$ cat config.mk
export PLATFORM = sky130hd
export DESIGN_NAME = key_press_ctrl
export DESIGN_NICKNAME = d
export VERILOG_FILES = /design/src/rtl/alarm_key_pkg.sv /design/src/rtl/key_stable_counter.sv /design/src/rtl/key_press_ctrl.sv
export SDC_FILE = /design/constraint.sdc
export NUM_CORES = 1
export LEC_CHECK = 0
export CAP_MARGIN = 0
export CELL_PAD_IN_SITES_DETAIL_PLACEMENT = 0
export CELL_PAD_IN_SITES_GLOBAL_PLACEMENT = 1
export CORE_ASPECT_RATIO = 1.4
export CORE_MARGIN = 5
export CORE_UTILIZATION = 23
export DETAILED_ROUTE_END_ITERATION = 10
export PLACE_DENSITY = 0.47
export SLEW_MARGIN = 20
export SYNTH_ARGS = -nofsm -noshare
export SYNTH_HDL_FRONTEND = slang
export SYNTH_HIERARCHICAL = 1
export SYNTH_SLANG_ARGS = --single-unit
$ cat constraint.sdc
create_clock -name clock -period 3.1 [get_ports clock]
set_clock_uncertainty 0.1 [all_clocks]
set_input_delay 0.31 -clock clock [delete_from_list [all_inputs] [get_ports clock]]
set_output_delay 0.31 -clock clock [all_outputs]
set_load 0.005 [all_outputs]
$ cat src/rtl/alarm_key_pkg.sv
// Shared types and constants for the alarm-clock keypad front-end.
// Optional function-key support is selected in key_press_ctrl with KEY_FUNC_EN.
package alarm_key_pkg;

    typedef enum logic [1:0] {
        IDLE     = 2'd0,
        DEBOUNCE = 2'd1,
        PRESSED  = 2'd2,
        RELEASE  = 2'd3
    } key_state_e;

    localparam logic [2:0] NUM_DIGITS     = 3'd4;
    localparam logic [3:0] MAX_DIGIT_CODE = 4'd9;
    localparam int         CNT_W          = $clog2(256);

    // Digit count saturates once a full entry is on the display.
    function automatic logic [2:0] sat_inc_digits(input logic [2:0] cnt);
        logic [2:0] nxt;
        if (cnt >= NUM_DIGITS) begin
            nxt = NUM_DIGITS;
        end else begin
            nxt = cnt + 3'd1;
        end
        return nxt;
    endfunction

endpackage

$ cat src/rtl/key_stable_counter.sv
// Loadable sample counter used to qualify both key presses and key releases.
// tc_o flags that the next qualifying sample is the TERMINAL-th one.
module key_stable_counter #(
    parameter int WIDTH    = 8,
    parameter int TERMINAL = 4
) (
    input  logic clock,
    input  logic reset,
    input  logic clr_i,
    input  logic load_i,
    input  logic inc_i,
    output logic tc_o
);

    localparam logic [WIDTH-1:0] ONE  = {{(WIDTH-1){1'b0}}, 1'b1};
    localparam logic [WIDTH-1:0] LAST = WIDTH'(TERMINAL - 1);

    logic [WIDTH-1:0] cnt_q;
    logic [WIDTH-1:0] cnt_d;

    // Load marks the first sample; increment counts further matching samples.
    always_comb begin
        cnt_d = cnt_q;
        if (load_i) begin
            cnt_d = ONE;
        end else if (inc_i) begin
            cnt_d = cnt_q + ONE;
        end else if (clr_i) begin
            cnt_d = '0;
        end else begin
            cnt_d = cnt_q;
        end
    end

    // Sample count register.
    always_ff @(posedge clock) begin
        if (reset) begin
            cnt_q <= '0;
        end else begin
            cnt_q <= cnt_d;
        end
    end

    assign tc_o = (cnt_q == LAST);

endmodule

$ cat src/rtl/key_press_ctrl.sv
// Keypad front-end: debounces key codes, accepts each press once, drives shift/key.
// Define KEY_FUNC_EN to split codes 10-15 out as func_key pulses instead of digits.
import alarm_key_pkg::*;

module key_press_ctrl #(
    parameter int DEBOUNCE_CYCLES = 4
) (
    input  logic       clock,
    input  logic       reset,
    input  logic [3:0] key_in,
    input  logic       key_valid,
    input  logic       clr_entry,
    output logic       shift,
    output logic [3:0] key,
    output logic       func_key,
    output logic [2:0] digit_count,
    output logic       entry_done
);

    key_state_e state_q;
    logic [3:0] hold_q;
    logic [3:0] key_q;
    logic       shift_q;
    logic       func_key_q;
    logic       entry_done_q;
    logic [2:0] digit_count_q;

    logic       cnt_load_s;
    logic       cnt_inc_s;
    logic       cnt_clr_s;
    logic       cnt_tc_s;
    logic       key_match_s;
    logic       is_func_s;
    logic [2:0] digit_base_s;

    key_stable_counter #(
        .WIDTH    (CNT_W),
        .TERMINAL (DEBOUNCE_CYCLES)
    ) u_stable_cnt (
        .clock  (clock),
        .reset  (reset),
        .clr_i  (cnt_clr_s),
        .load_i (cnt_load_s),
        .inc_i  (cnt_inc_s),
        .tc_o   (cnt_tc_s)
    );

    // Counter runs only while qualifying a press or a release; otherwise it is held at zero.
    always_comb begin
        cnt_load_s  = 1'b0;
        cnt_inc_s   = 1'b0;
        key_match_s = key_valid && (key_in == hold_q);
        case (state_q)
            IDLE:     cnt_load_s = key_valid;
            DEBOUNCE: cnt_inc_s  = key_match_s && !cnt_tc_s;
            PRESSED:  cnt_load_s = !key_valid;
            RELEASE:  cnt_inc_s  = !key_valid && !cnt_tc_s;
            default:  cnt_load_s = 1'b0;
        endcase
        cnt_clr_s = !(cnt_load_s || cnt_inc_s);
    end

    // Clear applies before a coincident shift is counted.
    always_comb begin
        if (clr_entry) begin
            digit_base_s = 3'd0;
        end else begin
            digit_base_s = digit_count_q;
        end
`ifdef KEY_FUNC_EN
        is_func_s = (hold_q > MAX_DIGIT_CODE);
`else
        is_func_s = 1'b0;
`endif
    end

    // Press/release FSM with registered accept outputs and digit bookkeeping.
    always_ff @(posedge clock) begin
        if (reset) begin
            state_q       <= IDLE;
            hold_q        <= 4'd0;
            key_q         <= 4'd0;
            shift_q       <= 1'b0;
            func_key_q    <= 1'b0;
            entry_done_q  <= 1'b0;
            digit_count_q <= 3'd0;
        end else begin
            shift_q       <= 1'b0;
            func_key_q    <= 1'b0;
            entry_done_q  <= 1'b0;
            digit_count_q <= digit_base_s;
            case (state_q)
                IDLE: begin
                    if (key_valid) begin
                        hold_q  <= key_in;
                        state_q <= DEBOUNCE;
                    end
                end
                DEBOUNCE: begin
                    if (!key_match_s) begin
                        state_q <= IDLE;
                    end else if (cnt_tc_s) begin
                        state_q <= PRESSED;
                        key_q   <= hold_q;
                        if (is_func_s) begin
                            func_key_q <= 1'b1;
                        end else begin
                            shift_q       <= 1'b1;
                            digit_count_q <= sat_inc_digits(digit_base_s);
                            entry_done_q  <= (digit_base_s == (NUM_DIGITS - 3'd1));
                        end
                    end
                end
                PRESSED: begin
                    if (!key_valid) begin
                        state_q <= RELEASE;
                    end
                end
                RELEASE: begin
                    if (key_valid) begin
                        state_q <= PRESSED;
                    end else if (cnt_tc_s) begin
                        state_q <= IDLE;
                    end
                end
                default: state_q <= IDLE;
            endcase
        end
    end

    assign shift       = shift_q;
    assign key         = key_q;
    assign func_key    = func_key_q;
    assign digit_count = digit_count_q;
    assign entry_done  = entry_done_q;

endmodule
==> impl_summary.txt, run 1 <==
----------------------------------------------------
[Cells and area]
  Synthesis-to-layout area growth ... 22.18%
  Layout Cells excl Fill ... 212
  Multi-input combinational cell area ... between 600 and 700 µm²
  Fill cell instance count of the final layout ... 547
  Most common cell after layout, fill and taps aside ... dfxtp_1
  Final Net Count ... around 160
  Commonest non-fill, non-tap cells in the layout ... dfxtp_1, clkdlybuf4s50_1, a21oi_1
  Area used by sequential logic in the layout ... 460.4 µm²
  Share of layout cells above drive strength 1 ... 8.108%
  # diodes ... 0

[Setup path]
  Depth of the worst register-to-register path ... 7
  Cell breakdown of the critical path ... ha_1 -> or4b_1 -> nor4_2 -> and3b_1 -> and4_1 -> nand2_2 -> nor3b_1
  Cell at the slowest stage of the critical path ... or4b_1
  Reg-to-reg endpoint ... entry_done
  Origin of the worst setup path ... u_stable_cnt/cnt_q[0]
  Crit path launch type ... flip-flop
  R2r startpoint ... u_stable_cnt/cnt_q[0]
  Register-to-register path setup slack ... 570 ps
  Element type at the critical path end ... flip-flop
  Required time of the worst setup path ... 3180 ps
  Delay of the slowest critical-path stage ... 470 ps
  Largest driver fanout on the critical path ... 7
  Kind of critical path ... reg -> reg
  Arrival time of the worst setup path ... 2610 ps

[Placed design]
  Count of input and output buffers ... 16
  HPWL after detailed placement ... 2.198 mm
  Number of cells in the design after placement ... 208
  RD Place Congestion ... between 0.6 and 0.7
  Worst setup timing slack at the placement stage ... 437.2 ps

[Floorplanning]
  Area of the core region ... 0.004917 mm²
  Initial Utilization ... a little under a quarter
  Standard-cell rows ... 30
  Full die area ... 0.006651 mm²
  Die boundary height ... 94.52 µm
  Number of placed I/O pins ... 18
  Die boundary width ... 70.37 µm

[Synthesis]
  Yosys warns ... 6
  Top area cells in the synthesized netlist ... dfxtp_1, a21oi_1, ha_1
  Post-synthesis register bit count ... 23
  Total nets after synthesis ... roughly 140
  Most used flip-flop cell after synthesis ... dfxtp_1
  Count of flip-flops with a built-in enable after synthesis ... 0
  Sequential area share after synthesis ... 39.23%
  Cells after Synth ... 132
  Async SR Flop Fraction ... 0%
  Largest area contributor in the synthesized netlist ... dfxtp_1
  Mean instance size in the synthesized netlist ... 8.891 µm²
  Count of different cell masters after synthesis ... 40
  Area share of the largest cell type after synthesis ... 39.23%
  Post-synthesis instance area ... 0.001174 mm²

[Pwr]
  Total power per unit cell area ... 388.7 mW/mm²
  Switching component of the power ... between 0.1 and 0.15 mW
  Seq pwr share ... 55.2%
  Share of total power in combinational logic ... 11.1%
  Switch share ... 24.98%
  Share of power burned in the clock network ... 33.7%
  Standby leakage power ... about 0.5 nW
  Final total power ... 0.5574 mW
  VDD IR-drop max ... around 0.13 mV
  Internal power ... 0.4182 mW

[Worst hold path]
  Class of the worst hold path ... reg -> reg
  Worst Hold Path Cells ... 2
  Endpoint of the worst hold path ... key[0]
  Critical hold path startpoint ... key[0]

[Drt]
  # DRC ... 0
  First drt pass iteration count ... 4
  Total vias in the final route ... 990
  DRC violation total after the first TritonRoute iteration ... 33
  Routed Antenna Nets ... 0
  Wire length after detailed routing ... 2.793 mm
  Detail-routed via count per cell ... 4.670
  Avg WL per Cell ... roughly 13 µm

[Timing]
  Post-Route Setup TNS ... 0 ps
  Final Worst Setup Slack ... around 570 ps
  Final count of pins violating max slew ... 0
  Number of endpoints failing setup at the final stage ... 0
  Final cycle utilization of the critical path ... 81.74%
  Tmin final ... 2534 ps
  Hold Vio Cnt, Final ... 0
  Unrepaired setup endpoints after global routing ... no
  Peak clock frequency supported by timing ... a little under 400 MHz
  Worst hold margin ... between 300 and 400 ps

[Clock network]
  TritonCTS clock tree ... built
  CTS HTree Levels ... 1
  Skew-Pair Late Insertion Delay ... about 260 ps
  Post-CTS sizing ... 0
  Cts bufs inserted ... 3
  Number of clock sinks ... 23
  Clock Tree Buf Depth ... 2
  Library cell used as clock root buffer ... clkbuf_8
  Count of buffers added by post-CTS timing repair for setup ... 0
  Hold-fix buffer count after cts ... 0
  CTS clk-pin slew, worst paths ... 90 ps

[Global route]
  Global-route wire length before repair ... ~4.8 mm
  Largest net degree at the start of global routing ... 20
  Total gr overflow ... 0
  Via count of the first global-routing pass ... 1033
  Global-route usage over all layers ... just under 9%
  Antenna violations before repair ... 0

[Status]
  Result of the run ... complete, no violations

[Job]
  Maximum Capacitance Violations ... 0

----------------------------------------------------
==> power groups by stage <==
stage | sequential, mW | combinational, mW | clock, mW
6_report | 0.307 | 0.0621 | 0.188
5_1_grt | 0.309 | 0.0684 | 0.211
4_1_cts | 0.308 | 0.0635 | 0.201
3_5_place_dp | 0.315 | 0.0634 | 0
3_3_place_gp | 0.314 | 0.0623 | 0
2_1_floorplan | 0.313 | 0.0431 | 0
==> worst max path at each step <==
stage / endpoint / cells past startpoint / slack (ps)
finish: entry_done / 7 / 570
global route: digit_count[2] / 7 / 330
CTS: entry_done / 7 / 550
detailed placement: u_stable_cnt/cnt_q[7] / 9 / 440
global placement: u_stable_cnt/cnt_q[5] / 9 / 500
floorplan: u_stable_cnt/cnt_q[5] / 9 / 880
==> worst max-delay path, delay by kind of cell (launching register included) <==
family / cells / cell delay (ps)
simple gates: 6 / 1690
fa+ha+maj: 1 / 250
flops: 1 / 400
==> sequential cells by signal, indices dropped and copies added, names as in the netlist <==
signal	cells
digit_count	3
entry_done	1
hold_q	4
key	4
shift	1
state_q	2
u_stable_cnt/cnt_q	8
==> synthesized netlist by cell type, drive strengths merged, types with 2 or more instances <==
cell and count:
dfxtp 23, a21oi 13, o21ai 10, nor2 9
nand3 8, nand4 7, buf 6, inv 5
mux2i 5, ha 4, nand2 4, nand2b 4
o41ai 3, or2 3, xnor2 3, and3b 2
nand3b 2, nor2b 2, nor3b 2, o2111ai 2
o211ai 2
==> stage by stage <==
step	utilization [%]	instance area, µm²
3_3_place_gp	28.22	1388
2_1_floorplan	-	1174
3_5_place_dp	28.22	1388
4_1_cts	29.16	1434
6_report	29.16	1434
5_1_grt	29.16	1434
==> per-layer routing <==
layer  wire (µm)  share of wire (%)  track usage, %  vias up
met5           0                  0               0        -
met3          53                1.9           1.704        2
met1        1187                 42           9.371      463
met2        1519                 54           17.03       11
met4          33                1.2           3.834        0
li1            -                  -               -      514
==> final cells by class <==
class	instances	area share [%]
Clock buffer	3	2.880
Inverter	5	1.309
Sequential cell	23	32.11
Clock inverter	1	0.3490
Timing Repair Buffer	19	12.74
Tap cell	64	5.585
Multi-Input combinational cell	97	45.03
==> kinds of logic after synthesis <==
kind of cell,count (synthesis),share of synthesized area [%]
AOI/OAI and AO/OA,34,17.59
xor gates and xnor gates,4,2.986
adders and majority gates,4,4.265
buffers and inverters,12,5.757
DFF,23,39.23
muxes,5,4.265
other,1,0.3195
and+or+nand+nor,49,25.59
(Power assumes the default switching activity.)
==> run 2: changes to the inputs <==
PLACE_DENSITY = 0.49   (was 0.47)
clock period = 2.2 ns   (was 3.1 ns; I/O delays follow)
==> impl_summary.txt, run 2 (synthesis results as in run 1) <==
----------------------------------------------------
[Drt]
  Routed Antenna Nets ... 0 (unchanged)
  Total vias in the final route ... 1135 (was 990)
  Detail-routed via count per cell ... 4.671 (was 4.670)
  DRC violation total after the first TritonRoute iteration ... 32 (was 33)
  Wire length after detailed routing ... 3.184 mm (was 2.793 mm)
  Avg WL per Cell ... 13.10 µm (was 13.17 µm)
  First drt pass iteration count ... 4 (unchanged)
  # DRC ... 0 (unchanged)

[Status]
  Result of the run ... finished with violations (was complete, no violations)
  Failing checks ... negative setup slack

[Cells and area]
  Utilization of the core after routing ... 37.71% (was 29.16%)
  Flip-flop count of the largest register, all copies and words added ... 8 (unchanged)
  Most common cell after layout, fill and taps aside ... buf_4 (was dfxtp_1)
  Commonest non-fill, non-tap cells in the layout ... buf_4, dfxtp_1, clkdlybuf4s50_1 (was dfxtp_1, clkdlybuf4s50_1, a21oi_1)
  Synthesis-to-layout area growth ... 58.00% (was 22.18%)
  Biggest register ... u_stable_cnt/cnt_q (unchanged)
  Final Net Count ... 192 (was 161)
  # diodes ... 0 (unchanged)
  Fill cell instance count of the final layout ... 516 (was 547)
  Layout Cells excl Fill ... 243 (was 212)
  Share of layout cells above drive strength 1 ... 38.55% (was 8.108%)

[Placed design]
  RD Place Congestion ... 0.7441 (was 0.6928)
  Count of input and output buffers ... 16 (unchanged)
  Number of cells in the design after placement ... 230 (was 208)
  Worst setup timing slack at the placement stage ... -329.8 ps (was 437.2 ps)
  HPWL after detailed placement ... 2.413 mm (was 2.198 mm)

[Floorplanning]
  Die boundary width ... 70.37 µm (unchanged)
  Number of placed I/O pins ... 18 (unchanged)
  Die boundary height ... 94.52 µm (unchanged)
  Initial Utilization ... 23.87% (unchanged)
  Standard-cell rows ... 30 (unchanged)
  Area of the core region ... 0.004917 mm² (unchanged)
  Full die area ... 0.006651 mm² (unchanged)

[Worst hold path]
  Critical hold path startpoint ... key[3] (was key[0])
  Class of the worst hold path ... reg -> reg (unchanged)

[Clock network]
  Hold-fix buffer count after cts ... 0 (unchanged)
  TritonCTS clock tree ... built (unchanged)
  Cts bufs inserted ... 3 (unchanged)
  Library cell used as clock root buffer ... clkbuf_8 (unchanged)
  Number of clock sinks ... 23 (unchanged)
  Clock Tree Buf Depth ... 2 (unchanged)
  Skew-Pair Late Insertion Delay ... 270 ps (was 260 ps)
  CTS HTree Levels ... 1 (unchanged)
  CTS clk-pin slew, worst paths ... 90 ps (about the same)

[Timing]
  Tmin final ... 2244 ps (was 2534 ps)
  Final count of pins violating max slew ... 0 (unchanged)
  Final cycle utilization of the critical path ... 102.0% (was 81.74%)
  Final Worst Setup Slack ... -44.39 ps (was 566.1 ps)
  Post-Route Setup TNS ... -84.77 ps (was 0 ps)
  Peak clock frequency supported by timing ... 445.6 MHz (was 394.6 MHz)
  Hold Vio Cnt, Final ... 0 (unchanged)
  Number of endpoints failing setup at the final stage ... 6 (was 0)
  Unrepaired setup endpoints after global routing ... yes (was no)

[Global route]
  Global-route wire length before repair ... 5.478 mm (was 4.754 mm)
  Largest net degree at the start of global routing ... 19 (was 20)
  Total gr overflow ... 0 (unchanged)
  Antenna violations before repair ... 0 (unchanged)
  Global-route usage over all layers ... 10.21% (was 8.920%)
  Via count of the first global-routing pass ... 1268 (was 1033)

[Setup path]
  Kind of critical path ... reg -> reg (unchanged)
  Element type at the critical path end ... flip-flop (unchanged)
  Largest driver fanout on the critical path ... 6 (was 7)
  Origin of the worst setup path ... u_stable_cnt/cnt_q[1] (was u_stable_cnt/cnt_q[0])
  Required time of the worst setup path ... 2250 ps (was 3180 ps)
  Crit path launch type ... flip-flop (unchanged)
  Arrival time of the worst setup path ... 2300 ps (was 2610 ps)
  R2r startpoint ... u_stable_cnt/cnt_q[1] (was u_stable_cnt/cnt_q[0])

[Pwr]
  VDD IR-drop max ... 0.2240 mV (was 0.1263 mV)
  Final total power ... 0.8335 mW (was 0.5574 mW)
  Total power per unit cell area ... 449.5 mW/mm² (was 388.7 mW/mm²)
  Standby leakage power ... 0.6825 nW (was 0.4887 nW)

[Job]
  Maximum Capacitance Violations ... 0 (unchanged)

----------------------------------------------------
## run 2: stage by stage
| step | hold WS, ps | area, µm² |
|---|---|---|
| after floorplan | 181.7 | 1200 |
| after global placement | 361.9 | 1575 |
| after detailed placement | 370.8 | 1575 |
| after CTS | 384.4 | 1768 |
| after global routing | 406.5 | 1854 |
| final | 372.2 | 1854 |
## run 2: worst paths after layout
| path | end | slack, ps | depth (start not counted) |
|---|---|---|---|
| worst min register to register | key[3] | 370 | 2 |
| worst min-delay path | key[3] | 370 | 2 |
| worst max-delay path | u_stable_cnt/cnt_q[6] | -40 | 10 |
| worst max register to register | u_stable_cnt/cnt_q[6] | -40 | 10 |
## run 2: repair_timing
action / 4_1_cts / 5_1_grt
hold endpoints to repair: 0 / 0
cloned: 0 / 0
setup buffers: 8 / 2
resized for setup: 21 / 18
endpoints found under the setup margin: 17 / 19
pin swaps: 14 / 10
## run 2: final cells by class
type / count / area (µm²) / share of cell area [%]
Timing Repair Buffer: 50 / 437.9 / 23.62
Sequential cell: 23 / 462.9 / 24.97
Multi-Input combinational cell: 97 / 808.3 / 43.59
Inverter: 5 / 18.77 / 1.012
Clock buffer: 3 / 41.29 / 2.227
Tap cell: 64 / 80.08 / 4.318
Clock inverter: 1 / 5.005 / 0.2699
## run 2: power by group
part           leakage [nW]  switching, mW  internal, mW
sequential            0.187        0.00701         0.424
combinational         0.470         0.0680        0.0601
clock                0.0255          0.147         0.127
total                 0.683          0.222         0.611
## run 2: critical path, stage by stage (launching register included)
cell and delay [ps]:
dfxtp_2 340, ha_4 160, or4b_4 210, nor4_4 40
or4_4 490, o41ai_4 70, buf_6 180, nand4_1 120
buf_4 150, o211ai_1 190, a21oi_2 80
## run 2: per-layer routing
metal  wire, µm  up-vias  global-route usage [%]
met5          0        -                       0
met4         39        0                   4.153
met3         91        4                   1.597
met2       1841       14                   21.25
met1       1212      544                   9.576
li1           -      573                       -
==> run 3: changes to the inputs <==
CELL_PAD_IN_SITES_DETAIL_PLACEMENT = 1   (was 0)
CELL_PAD_IN_SITES_GLOBAL_PLACEMENT = 2   (was 1)
PLACE_DENSITY = 0.58   (was 0.49)
RECOVER_POWER = 100   (was default)
==> impl_summary.txt, run 3 (synthesis results as in run 1) <==
----------------------------------------------------
[Pwr]
  Internal power ... 0.6123 mW (was 0.6113 mW)
  Seq pwr share ... 52.1% (was 51.8%)
  Switching component of the power ... 0.2177 mW (was 0.2222 mW)
  VDD IR-drop max ... 0.1720 mV (was 0.2240 mV)
  Standby leakage power ... 0.7051 nW (was 0.6825 nW)
  Share of power burned in the clock network ... 32.4% (was 32.9%)
  Final total power ... 0.8299 mW (was 0.8335 mW)
  Switch share ... 26.23% (was 26.66%)
  Total power per unit cell area ... 456.5 mW/mm² (was 449.5 mW/mm²)
  Share of total power in combinational logic ... 15.5% (was 15.4%)

[Drt]
  Wire length after detailed routing ... 3.360 mm (was 3.184 mm)
  Avg WL per Cell ... 14.12 µm (was 13.10 µm)
  # DRC ... 0 (unchanged)
  Routed Antenna Nets ... 0 (unchanged)
  Detail-routed via count per cell ... 4.790 (was 4.671)
  DRC violation total after the first TritonRoute iteration ... 19 (was 32)
  Top Layer Used ... met4 (unchanged)
  First drt pass iteration count ... 4 (unchanged)
  Total vias in the final route ... 1140 (was 1135)
  Sum of met3 wire segment lengths after detailed routing ... 94 µm (was 91 µm)
  Detailed-routing wirelength on met1 ... 1.193 mm (was 1.212 mm)
  Routed wire length on met2 ... 2.008 mm (was 1.841 mm)

[Cells and area]
  Layout Cells excl Fill ... 238 (was 243)
  Area used by sequential logic in the layout ... 462.9 µm² (unchanged)
  Multi-input combinational cell area ... 818.3 µm² (was 808.3 µm²)
  Utilization of the core after routing ... 36.97% (was 37.71%)
  # diodes ... 0 (unchanged)
  Commonest non-fill, non-tap cells in the layout ... buf_4, dfxtp_1, dlygate4sd3_1 (was buf_4, dfxtp_1, clkdlybuf4s50_1)
  Share of layout cells above drive strength 1 ... 35.06% (was 38.55%)
  Final Net Count ... 187 (was 192)
  Most common cell after layout, fill and taps aside ... buf_4 (unchanged)
  Synthesis-to-layout area growth ... 54.90% (was 58.00%)
  Fill cell instance count of the final layout ... 562 (was 516)
  Biggest register ... u_stable_cnt/cnt_q (unchanged)
  Flip-flop count of the largest register, all copies and words added ... 8 (unchanged)

[Worst hold path]
  Class of the worst hold path ... reg -> reg (unchanged)

[Setup path]
  Cell at the slowest stage of the critical path ... or4b_4 (was or4_4)
  Count of buffering cells on the critical path with inverters included ... 1 (was 2)
  Arrival time of the worst setup path ... 2310 ps (was 2300 ps)
  Crit-path leading delay family ... simple AND/OR/NAND/NOR gates (unchanged)
  Crit path launch type ... flip-flop (unchanged)
  Kind of critical path ... reg -> reg (unchanged)
  Delay of the slowest critical-path stage ... 480 ps (was 490 ps)
  Largest driver fanout on the critical path ... 5 (was 6)
  Element type at the critical path end ... flip-flop (unchanged)
  Cell breakdown of the critical path ... ha_4 -> or4b_4 -> nor4_4 -> buf_4 -> nand2_4 -> o211ai_1 -> a31o_2 -> nand2b_4 -> o2111ai_1 -> o41ai_1 (was ha_4 -> or4b_4 -> nor4_4 -> or4_4 -> o41ai_4 -> buf_6 -> nand4_1 -> buf_4 -> o211ai_1 -> a21oi_2)
  Required time of the worst setup path ... 2250 ps (about the same)

[Global route]
  Global-route usage over all layers ... 10.86% (was 10.21%)
  Total gr overflow ... 0 (unchanged)
  Via count of the first global-routing pass ... 1255 (was 1268)
  Global-route wire length before repair ... 5.802 mm (was 5.478 mm)
  Largest net degree at the start of global routing ... 19 (unchanged)
  Antenna violations before repair ... 0 (unchanged)

[Clock network]
  Clock Tree Buf Depth ... 2 (unchanged)
  Library cell used as clock root buffer ... clkbuf_8 (unchanged)
  Hold-fix buffer count after cts ... 0 (unchanged)
  Skew-Pair Late Insertion Delay ... 260 ps (was 270 ps)
  TritonCTS clock tree ... built (unchanged)
  Cts bufs inserted ... 3 (unchanged)
  Number of clock sinks ... 23 (unchanged)
  CTS clk-pin slew, worst paths ... 90 ps (about the same)
  CTS HTree Levels ... 1 (unchanged)

[Placed design]
  Count of input and output buffers ... 16 (unchanged)
  Worst setup timing slack at the placement stage ... -258.1 ps (was -329.8 ps)
  HPWL after detailed placement ... 2.626 mm (was 2.413 mm)
  Number of cells in the design after placement ... 228 (was 230)
  RD Place Congestion ... 0.6669 (was 0.7441)

[Floorplanning]
  Area of the core region ... 0.004917 mm² (unchanged)
  Number of placed I/O pins ... 18 (unchanged)
  Initial Utilization ... 23.87% (unchanged)
  Full die area ... 0.006651 mm² (unchanged)
  Standard-cell rows ... 30 (unchanged)
  Die boundary height ... 94.52 µm (unchanged)
  Die boundary width ... 70.37 µm (unchanged)

[Timing]
  Peak clock frequency supported by timing ... 442.8 MHz (was 445.6 MHz)
  Hold Vio Cnt, Final ... 0 (unchanged)
  Final cycle utilization of the critical path ... 102.6% (was 102.0%)
  Tmin final ... 2258 ps (was 2244 ps)
  Final Worst Setup Slack ... -58.14 ps (was -44.39 ps)
  Unrepaired setup endpoints after global routing ... yes (unchanged)
  Final count of pins violating max slew ... 0 (unchanged)
  Number of endpoints failing setup at the final stage ... 10 (was 6)

[Status]
  Result of the run ... finished with violations (unchanged)
  Failing checks ... negative setup slack (unchanged)

[Job]
  Maximum Capacitance Violations ... 0 (unchanged)

----------------------------------------------------
## run 3: changes by cell type in the layout (fill, tap and decap cells not counted), moves of 2 or more
cell	previous run	this run
clkdlybuf4s50_1	16	6
buf_4	28	25
nand2_2	2	0
o21ai_2	3	1
o21ai_0	2	4
buf_6	6	4
nand2_4	0	2
dlygate4sd3_1	0	10
## run 3: routing by layer
layer	track usage [%]	vias to the layer above
met5	0	-
met4	4.792	0
met3	2.343	6
met2	21.56	14
met1	10.53	558
li1	-	562
## run 3: power groups by stage
stage               Sequential [mW]  Clock (mW)  Combinational [mW]
global placement              0.441           0               0.114
global route                  0.434       0.297               0.140
CTS                           0.432       0.284               0.122
floorplan                     0.442           0              0.0637
detailed placement            0.441           0               0.117
finish                        0.432       0.269               0.128
## run 3: worst register-to-register path: cells and delay by family, from the launching register on
family / cells / cell delay [ps]
AO/OA/AOI/OAI: 4 / 540
flip-flops: 1 / 360
adder cells (fa/ha/maj): 1 / 140
buffers and inverters: 1 / 180
AND/OR/NAND/NOR: 4 / 820
## run 3: layout make-up
| type | instances | area share [%] |
|---|---|---|
| Clock buffer | 4 | 2.478 |
| Inverter | 5 | 1.032 |
| Multi-Input combinational cell | 97 | 45.01 |
| Sequential cell | 23 | 25.46 |
| Tap cell | 64 | 4.405 |
| Timing Repair Buffer | 45 | 21.61 |
## run 3: repair_timing
action	4_1_cts	5_1_grt
pin swaps	5	11
hold endpoints to repair	0	0
gates resized for setup	8	28
buffers inserted	6	1
endpoints found under the setup margin	18	16
## run 3: path summary, 6_finish.rpt
check	start	to	slack [ps]	cells after the start
hold / removal	key[3]	key[3]	390	2
setup / recovery	u_stable_cnt/cnt_q[1]	u_stable_cnt/cnt_q[5]	-60	10
hold reg to reg	key[3]	key[3]	390	2
setup reg to reg	u_stable_cnt/cnt_q[1]	u_stable_cnt/cnt_q[5]	-60	10
## run 3: through the flow
stage | TNS (ps) | hold slack [ps] | cell area [µm²]
floorplan | 0 | 181.7 | 1200
global placement | -3058 | 359.8 | 1560
detailed placement | -3339 | 368.9 | 1560
CTS | -156.3 | 381.1 | 1688
global route | -2367 | 412.6 | 1818
finish | -186.8 | 389.5 | 1818
==> variant 1 (settings of run 1) <==
Reset style: asynchronous (`reset`), changed in 2 clocked blocks.
--- a/src/rtl/key_stable_counter.sv
+++ b/src/rtl/key_stable_counter.sv
@@ -33,7 +33,7 @@
     end
 
     // Sample count register.
-    always_ff @(posedge clock) begin
+    always_ff @(posedge clock or posedge reset) begin
         if (reset) begin
             cnt_q <= '0;
         end else begin
--- a/src/rtl/key_press_ctrl.sv
+++ b/src/rtl/key_press_ctrl.sv
@@ -75,7 +75,7 @@
     end
 
     // Press/release FSM with registered accept outputs and digit bookkeeping.
-    always_ff @(posedge clock) begin
+    always_ff @(posedge clock or posedge reset) begin
         if (reset) begin
             state_q       <= IDLE;
             hold_q        <= 4'd0;
Check against the original RTL: differs if reset is asserted again (counterexample within 10 cycles, from zero or initial values and one cycle with reset high); with reset held inactive, the same outputs for 10 cycles.
==> variant 1 against run 1 <==
  * Synthesized area up 8.4%
  * First-iteration DRC count fell by 70%
  * Via count fell by 3.6%
  * Core utilization is 0.32 points lower
  * Sequential cell count stayed put
  * Wire length down 2.5%
  * Setup slack worse by 14 ps
  * Sequential share of layout area rose by 4.5 points
  * Final area up 9.5%
  * Largest cell class unchanged
  * Die area grew 7.4%
  * Critical path type is now input port to register
Power is not compared: it rests on default switching activity, and its combinational part moved more than twofold at a synthesized area within 25%.
==> variant 1: results <==
[synthesis]
yosysWarnings = 6
yosysUniqueCellTypes = 43
synth-async-reset-ratio_pct = 100.0
synth_area_leaders = dfrtp_1 (45%), mux2_4 (4.7%), ha_1 (3.9%), mux2_2 (3.5%), inv_1 (2.9%)
syn-instance-count = 121
ys_top_cells_by_count = dfrtp_1 (23), inv_1 (10), nand2_1 (8), a21oi_1 (6)
synth_nets = 133
ys_seq_area_share_pct = 45.23

[placement]
portBuffers = 16
pre_cts_slack_ps = 294.0
routabilityCongestion = 0.7752
dpl.hpwl_mm = 2.080
placed_area_um2 = 1524
dpl.cell_count = 205

[cells_and_area]
finalNetCount = 154
num_antenna_cells = 0
fin_util_pct = 28.84
drive_above_1_share_pct = 16.31
fillerInstances = 610
largest_reg_flops = 8

[setup_path]
slowest_stage = or4_1
critical_path.max_stage_delay_ps = 510
worstPathArrival_ps = 2640
critPathMaxFanout = 12

[timing]
slew_headroom_pct = 54.82

[outcome]
status = finished, final reports clean

[power_and_ir_drop]
ir_worst_vdd_v = 0.0002267
leakage_uw = 0.0006566

[grt]
use_met2_pct = 14.60
grt_max_degree = 16
grt_use_met1_pct = 9.924
grt_pass1_wl_mm = 4.774
grt_pass1_vias = 1014
track_usage_pct = 8.506
met3_usage_pct = 1.545

[drt]
via_per_inst = 4.565
first_pass_iters = 4
first_iter_violations = 10
drt_wl_total_mm = 2.722
vias = 954

[cts]
cts_inserted_buffers = 3
clk_pin_slew_ps = 90
clockBufferDepth = 2

[hold_path]
hp-class = input port to async pin
-- variant 1: cell type report --
cell class | instances | area share, %
tap | 68 | 5.418
clock buffer | 3 | 2.629
clock inverter | 1 | 0.3187
sequential | 23 | 36.65
inverter | 10 | 2.390
timing repair buffer | 21 | 12.59
multi-input combinational | 83 | 40.00
-- variant 1: final timing paths --
path / slack, ps / from / end / cells after the start
min in group clock: 430 / key[2]$_DFFE_PP0P_ / key[2]$_DFFE_PP0P_ / 1
max in group asynchronous: 2150 / reset / hold_q[2]$_DFFE_PP0P_ / 2
worst max register to register: 560 / u_stable_cnt/cnt_q[0]$_DFFE_PP0P_ / u_stable_cnt/cnt_q[2]$_DFFE_PP0P_ / 10
worst min register to register: 430 / key[2]$_DFFE_PP0P_ / key[2]$_DFFE_PP0P_ / 1
worst max-delay path: 550 / key_in[2] / u_stable_cnt/cnt_q[7]$_DFFE_PP0P_ / 10
worst min-delay path: 230 / reset / u_stable_cnt/cnt_q[1]$_DFFE_PP0P_ / 2
-- variant 1: routing by layer --
layer | share of wire, % | up-vias
li1 | - | 477
met2 | 56 | 10
met1 | 41 | 465
met5 | 0 | -
met4 | 1.1 | 0
met3 | 2.4 | 2
-- variant 1: worst max-delay path: cells and delay by family --
family,cells,cell delay (ps)
xor gates and xnor gates,1,170
buffers and inverters,4,920
and+or+nand+nor,3,1000
AOI/OAI and AO/OA,2,240
-- variant 1: cell families after synthesis --
family          synth area share [%]
fa+ha+maj                      3.933
compound gates                 13.57
xor+xnor                       3.442
other cells                   0.2947
simple gates                   19.08
mux                            9.046
flops                          45.23
buf+inv                        5.408
==> variant 2 (settings of run 1) <==
Without the edit above. Add a define of `KEY_FUNC_EN`.
--- a/src/rtl/key_press_ctrl.sv
+++ b/src/rtl/key_press_ctrl.sv
@@ -1,5 +1,7 @@
 // Keypad front-end: debounces key codes, accepts each press once, drives shift/key.
 // Define KEY_FUNC_EN to split codes 10-15 out as func_key pulses instead of digits.
+`define KEY_FUNC_EN
+
 import alarm_key_pkg::*;
 
 module key_press_ctrl #(
Function: changed (Yosys sat finds a counterexample within 10 cycles, from zero or initial values and one cycle with reset high).
==> variant 2 against run 1 <==
  * Fmax down 6.2%
  * Largest power group unchanged
  * Die area up 2.7%
  * Wire length up 3.5%
  * Highest routed layer unchanged
  * First-iteration DRC count up 18%
  * Sequential cell count up 1
  * Synthesized cell count up 4.5%
  * Total power up 18%
  * Final area up 5.6%
  * Synthesized area up 3.1%
  * Setup slack worse by 170 ps
==> variant 2: results <==
[cells_and_area]
bufAreaShareNonClock_pct = 12.73
multi_input_area_share_pct = 44.88
fillerInstances = 562
nNonClkInverters = 2
ff_latch_area_um2 = 480.5
instances_no_fill = 222
drive_above_1_share_pct = 8.333
clock_cell_area_share_pct = 4.711
seq_area_share_pct = 31.74
multi_input_cells = 106
regMostFlops = u_stable_cnt/cnt_q
finalNetCount = 168
buffers_excl_clock = 20

[placement]
placed_area_um2 = 1443
pre_cts_slack_ps = 414.1
dpl.hpwl_mm = 2.216
portBuffers = 17
routabilityCongestion = 0.7601

[synthesis]
syn_avg_cell_area_um2 = 8.767
ys_seq_area_share_pct = 39.71
yosysUniqueCellTypes = 45
synth_compound_area_share_pct = 18.41
synthMuxAreaShare_pct = 1.758
ys_top_cells_by_count = dfxtp_1 (24), a21oi_1 (17), nand2_1 (11), o21ai_0 (11), nor2_1 (9)
synth_area_leaders = dfxtp_1 (40%), a21oi_1 (7.0%), o21ai_0 (4.6%), nand2_1 (3.4%), ha_1 (3.1%)
synth_nets = 149
synth_adder_area_share_pct = 3.102
synth_xor_area_share_pct = 2.896

[grt]
grt_pass1_wl_mm = 4.795
use_met2_pct = 16.56
grt_use_met1_pct = 9.361

[drt]
dr_wl_met2_mm = 1.504
met3_wirelength_um = 82
wl_met1_mm = 1.251
drt_wl_total_mm = 2.891

[power_and_ir_drop]
ir_worst_vdd_v = 0.0001447
pwr-share-clk_pct = 42.5

[cts]
clock_sinks = 24

[setup_path]
worstPathArrival_ps = 2760
critPathMaxFanout = 6

[outcome]
status = finished, final reports clean

[die]
core_area_um2 = 5159
==> variant 2: cell types whose count changed in the layout (fill, tap and decap cells not counted), sizes merged, moves of 2 or more <==
cell / change
nor3: +3
mux2i: -4
o21ai: +3
nor4b: +2
nand2: +7
nand4: -2
inv: -3
a21oi: +4
==> variant 2: worst paths after layout <==
check             slack, ps                        end  cells past startpoint                          startpoint
hold / removal          390        key[3]$_SDFFE_PP0P_                      2                 key[3]$_SDFFE_PP0P_
hold reg to reg         390        key[3]$_SDFFE_PP0P_                      2                 key[3]$_SDFFE_PP0P_
setup reg to reg        400  digit_count[2]$_SDFF_PP0_                      7  u_stable_cnt/cnt_q[0]$_SDFFE_PP0P_
setup / recovery        400  digit_count[2]$_SDFF_PP0_                      7  u_stable_cnt/cnt_q[0]$_SDFFE_PP0P_
==> variant 2: power by group through the flow <==
stage / Sequential (uW) / Combinational, uW / Clock (uW)
2_1_floorplan: 326 / 39.2 / 0
3_3_place_gp: 328 / 58.5 / 0
3_5_place_dp: 328 / 58.6 / 0
4_1_cts: 321 / 58.7 / 290
5_1_grt: 322 / 64.4 / 298
6_report: 321 / 57.9 / 280
==> variant 2: critical path: cells and delay by family (launching register included) <==
kind / cells / cell delay, ps
mux: 1 / 330
flops: 1 / 400
simple gates: 5 / 1510
fa+ha+maj: 1 / 250
==> variant 2: cell families (layout without fill, tap and decap cells) <==
group                    after synthesis  in the layout
AND/OR/NAND/NOR                       58             58
AO/OA/AOI/OAI                         39             39
flip-flops                            24             24
buffers and inverters                  8             26
XOR/XNOR                               4              4
adder cells (fa/ha/maj)                3              3
multiplexers                           2              2
